<file path="src/rtl/lcd_display_driver.sv">
// lcd_display_driver
// Display and alarm-compare stage of the alarm clock. It selects one BCD digit
// from the keypad entry, the stored alarm time or the running time, and drives
// the LCD with that digit's ASCII code. A non-BCD digit is shown as ERR_CHAR.
// sound_alarm is raised when the alarm digit equals the current-time digit and
// is a valid BCD value. Both outputs are registered with one cycle of latency.
module lcd_display_driver #(
  parameter int                DIGIT_W  = 4,
  parameter int                CHAR_W   = 8,
  parameter logic [CHAR_W-1:0] ERR_CHAR = 8'h45,
  parameter logic [CHAR_W-1:0] RST_CHAR = 8'h20
) (
  input  logic               clock,
  input  logic               reset,
  input  logic [DIGIT_W-1:0] key,
  input  logic [DIGIT_W-1:0] alarm_time,
  input  logic [DIGIT_W-1:0] current_time,
  input  logic               show_alarm,
  input  logic               show_new_time,
  output logic [CHAR_W-1:0]  display_time,
  output logic               sound_alarm
);

  localparam logic [DIGIT_W-1:0] MAX_BCD    = DIGIT_W'(9);
  localparam logic [CHAR_W-1:0]  ASCII_ZERO = CHAR_W'(8'h30);

  logic [DIGIT_W-1:0] digit_sel;
  logic [CHAR_W-1:0]  disp_char_c;
  logic               alarm_hit_c;
  logic [CHAR_W-1:0]  disp_char_p0;
  logic               alarm_hit_p0;

  // Digits 0..9 map onto '0'..'9'; anything above 9 is shown as ERR_CHAR.
  function automatic logic [CHAR_W-1:0] decode_digit(input logic [DIGIT_W-1:0] d);
    logic [CHAR_W-1:0] ch;
    if (d <= MAX_BCD) begin
      ch = ASCII_ZERO + CHAR_W'(d);
    end else begin
      ch = ERR_CHAR;
    end
    return ch;
  endfunction

  // Stage 0 input: select source (keypad entry has priority), decode it, and
  // compare alarm against current time.
  always_comb begin
    digit_sel = current_time;
    if (show_new_time) begin
      digit_sel = key;
    end else if (show_alarm) begin
      digit_sel = alarm_time;
    end
    disp_char_c = decode_digit(digit_sel);
    alarm_hit_c = (alarm_time == current_time) && (alarm_time <= MAX_BCD);
  end

  // Stage 0 register: output flops; reset blanks the LCD and silences the buzzer.
  always_ff @(posedge clock or negedge reset) begin
    if (!reset) begin
      disp_char_p0 <= RST_CHAR;
      alarm_hit_p0 <= 1'b0;
    end else begin
      disp_char_p0 <= disp_char_c;
      alarm_hit_p0 <= alarm_hit_c;
    end
  end

  assign display_time = disp_char_p0;
  assign sound_alarm  = alarm_hit_p0;

endmodule

</file>
<file path="config.mk">
export PLATFORM = sky130hd
export DESIGN_NAME = lcd_display_driver
export DESIGN_NICKNAME = d
export VERILOG_FILES = /design/src/rtl/lcd_display_driver.sv
export SDC_FILE = /design/constraint.sdc
export NUM_CORES = 1
export LEC_CHECK = 0
export ABC_AREA = 1
export CAP_MARGIN = 0
export CORE_MARGIN = 2
export CORE_UTILIZATION = 26
export DETAILED_ROUTE_END_ITERATION = 8
export GPL_TIMING_DRIVEN = 0
export REMOVE_ABC_BUFFERS = 1
export SETUP_SLACK_MARGIN = 0.1
export SLEW_MARGIN = 10
export SYNTH_ARGS = -nofsm -noshare
export SYNTH_HDL_FRONTEND = slang
export SYNTH_SLANG_ARGS = --single-unit
</file>
<file path="constraint.sdc">
create_clock -name clock -period 1.7 [get_ports clock]
set_input_delay 0.34 -clock clock [delete_from_list [all_inputs] [get_ports clock]]
set_output_delay 0.34 -clock clock [all_outputs]
set_load 0.02 [all_outputs]
</file>
==> results.md, run 1 <==
Place:
- Port buffering added 23 buffers.
- After legalization and detailed placement, the total HPWL measured ~700 µm.
- The placed instance count is 92.
- The final weighted congestion in routability-driven placement is approximately 0.65.

Setup path:
- The largest fanout of any net on the critical path is 1.
- The slowest stage of the critical path belongs to the cell clkdlybuf4s50_1.
- The worst setup path is launched from a flip-flop.
- The delay of the slowest cell on the worst path is about 0.59 ns.
- The signal on the critical path passes through clkdlybuf4s50_1.
- The required time of the critical path is 1.36 ns.
- The worst setup path is captured at an output port.
- For the worst setup path, the data arrival time is 1.17 ns.
- The number of buffers and inverters on the critical path is 1.
- The launching instance or port of the critical path is display_time[6]$_DFF_PN0_.
- On the critical path the largest part of the delay comes from buffers and inverters.
- The worst setup path is of the reg2out kind.

Synthesis:
- Yosys instantiated no cell more often than nand2_1.
- The synthesized netlist devotes between 30% and 40% of its cell area to simple gates.
- After synthesis, the share of flip-flops with an asynchronous set or reset is 100%.
- After Yosys synthesis, full adders, half adders and majority gates account for 0% of the synthesized area.
- Yosys printed 0 warnings.
- The fraction of the mapped netlist area in compound gates is ~6.4%.
- For this run, the register share of the synthesized area comes to between 40% and 50%.
- Counting flops and latches in the post-synthesis netlist gives 8.
- The summed instance area of the synthesized netlist is a little over 400 µm².
- By area the synthesized netlist is led by dfrtp_1, nand2_1, inv_1.
- Summing the areas of all xor and xnor instances in the mapped netlist gives 0% of the synthesized area.
- dfrtp_1 takes more of the synthesized area than any other cell.
- After synthesis, the largest family of logic cells by area is simple AND/OR/NAND/NOR gates.
- The number of synthesized flops with an enable pin is 0.
- The synthesized area per cell is approximately 7.6 µm².
- The most used flip-flop cell after synthesis is dfrtp_1.
- The commonest cells after synthesis are nand2_1, inv_1, dfrtp_1.
- In the synthesized netlist, the number of instances is 54.
- The number of distinct library cells after synthesis is 16.
- The multiplexer fraction of the synthesized cell area is about 2.4%.
- The top cell type by area accounts for a little over two fifths of the synthesized area.

Die:
- The die is around 44 µm wide.
- The area of the core region is roughly 1500 µm².
- The floorplan step set the die height to between 40 and 50 µm.
- The die covers about 1900 µm².
- The floorplan has 14 rows.
- The initial cell density of the core is ~28%.
- The count of boundary I/O pins is 25.

Detailed routing:
- The routed via count divided by cell count is 4.34.
- After detailed routing, the total wire length is between 800 and 900 µm.
- The detail route stage leaves a number of antenna-violating nets equal to 0.
- For this run, design rule violations remaining after detail routing come to 0.
- The number of DRC markers after the initial detailed-route iteration is 5.
- The first-pass detailed-route iteration total is 4.
- After detailed routing, the average wire length per cell comes to 8.42 µm.
- The detailed router placed between 400 and 500 vias in this run.

CTS:
- TritonCTS built the clock tree.
- The number of buffers inserted during clock tree synthesis is 3.
- The clock tree root buffer cell is clkbuf_4.
- The count of hold buffers inserted by post-cts repair is 0.
- The number of setup buffers added after CTS is 0.
- CTS saw 8 sinks.
- The number of gates resized after cts is 1.
- The maximum count of clock buffers along a single path is 2.
- The clock slew at the register clock pins of the worst setup and hold paths is approximately 0.05 ns.
- The number of levels in the clock H-tree is 1.

Global route:
- The global-route wire length before repair is between 1 and 1.5 mm.
- The total global-route track usage is approximately a tenth.
- Entering global routing, the biggest net connects 9 pins.
- The via count of the first global-routing pass is 364.
- The global route total overflow is 0.
- The number of antenna violations at the first check in global routing is 0.

Worst hold path:
- The worst min-delay path category is in2async.

STA:
- For the final routed database, the setup TNS stands at 0 ns.
- The worst path in the final design needs a cycle of 1.51 ns, including I/O delays and setup.
- The final cycle utilization of the critical path is roughly nine tenths.
- Setup repair after global routing left no endpoint under its margin.
- Setup violations remaining at the end of the flow were counted as 0.
- The final count of pins violating max slew came to 0.
- The final count of hold timing violations is 0.
- The final-layout worst hold slack is between 0.3 and 0.4 ns.
- The highest achievable clock rate is 664 MHz.

Finish:
- The net count of the finished layout is 97.
- The number of filler cells placed in the layout is 152.
- 0 antenna diodes ended up in the layout.
- Of the cells placed in the final design, the portion with a size suffix greater than 1 is about a tenth.
- Relative to the synthesized area, the layout overhead comes to 65.0%.
- Leaving out filler cells and counting taps, the final layout contains 96.
- Measured on the finished design, the core utilization comes to ~46%.

Power and ir drop:
- The analysis attributes to cell leakage a power of between 0.3 and 0.4 nW.
- The worst supply voltage drop on vdd is 0.219 mV.
- The ratio of total power to cell area is around 750 nW/µm².

Status:
- The flow ran to the end, and the final reports show no timing, DRC or antenna violations.

Job:
- The tool flagged a number of max-cap violations equal to 0.
## path summary, 6_finish.rpt
kind                                             end  depth (start not counted)  slack (ns)
worst max-delay path                 display_time[6]                          1        0.19
worst min-delay path       display_time[4]$_DFF_PN0_                          1        0.35
max in group asynchronous  display_time[5]$_DFF_PN1_                          1        1.04
min in group clock         display_time[3]$_DFF_PN0_                          3        0.69
## metrics by stage
step / worst slack, ns / cell area [µm²] / total power (W)
finish: 0.193 / 679 / 0.000511
global route: 0.149 / 679 / 0.000544
CTS: 0.177 / 679 / 0.000520
detailed placement: 0.0737 / 654 / 0.000368
global placement: 0.0790 / 654 / 0.000365
floorplan: 0.742 / 404 / 0.000283
## cell families (layout without fill, tap and decap cells)
family          after synthesis  after routing
simple gates                 29             29
buf+inv                      10             36
flops                         8              8
compound gates                5              5
other cells                   1              1
mux                           1              1
## registers in the layout (all words and copies together) (netlist names)
register,cells
sound_alarm,1
display_time,7
## placed cells by master, fill, tap and decap left out
cell type,Yosys,routed
clkdlybuf4s50_1,0,22
nand4_1,1,1
o22ai_1,1,1
inv_1,8,8
or2_1,2,2
o21ai_0,2,2
nor2_1,1,1
a21oi_1,2,2
nand2_1,18,18
mux2i_1,1,1
conb_1,1,1
nand2_2,3,3
inv_2,1,1
dlygate4sd2_1,0,1
dfrtp_1,7,7
dfstp_2,1,1
clkbuf_1,0,1
nand3_1,4,4
clkbuf_4,0,3
## report_power, final
group,internal [W],total (W),leakage (nW),switching [W]
registers,0.000210,0.000214,0.0948,0.00000384
logic,0.0000752,0.000147,0.224,0.0000716
clock network,0.0000895,0.000151,0.0150,0.0000612
total,0.000375,0.000511,0.333,0.000137
## area by class of cell
class | instances | area [µm²] | area share, %
inverter | 9 | 33.8 | 4.97
multi-input combinational | 36 | 169 | 24.9
timing repair buffer | 23 | 229 | 33.7
tap | 16 | 20.0 | 2.95
clock buffer | 4 | 26.3 | 3.87
sequential | 8 | 201 | 29.7
## per-layer routing
layer / global-route usage, % / routed length, µm
met5: 0 / 0
met4: 9.09 / 27
met3: 2.92 / 85
met2: 16.5 / 390
met1: 8.23 / 305
No activity file was read; power rests on OpenSTA's default activity.
==> inputs of run 2 (changes only) <==
--- a/config.mk
+++ b/config.mk
@@ -10,6 +10,7 @@
 export CORE_MARGIN = 2
 export CORE_UTILIZATION = 26
 export DETAILED_ROUTE_END_ITERATION = 8
+export GPL_ROUTABILITY_DRIVEN = 0
 export GPL_TIMING_DRIVEN = 0
 export REMOVE_ABC_BUFFERS = 1
 export SETUP_SLACK_MARGIN = 0.1
==> results of run 2 <==
No change in the layout: final DEF, timing and power equal those of run 1.
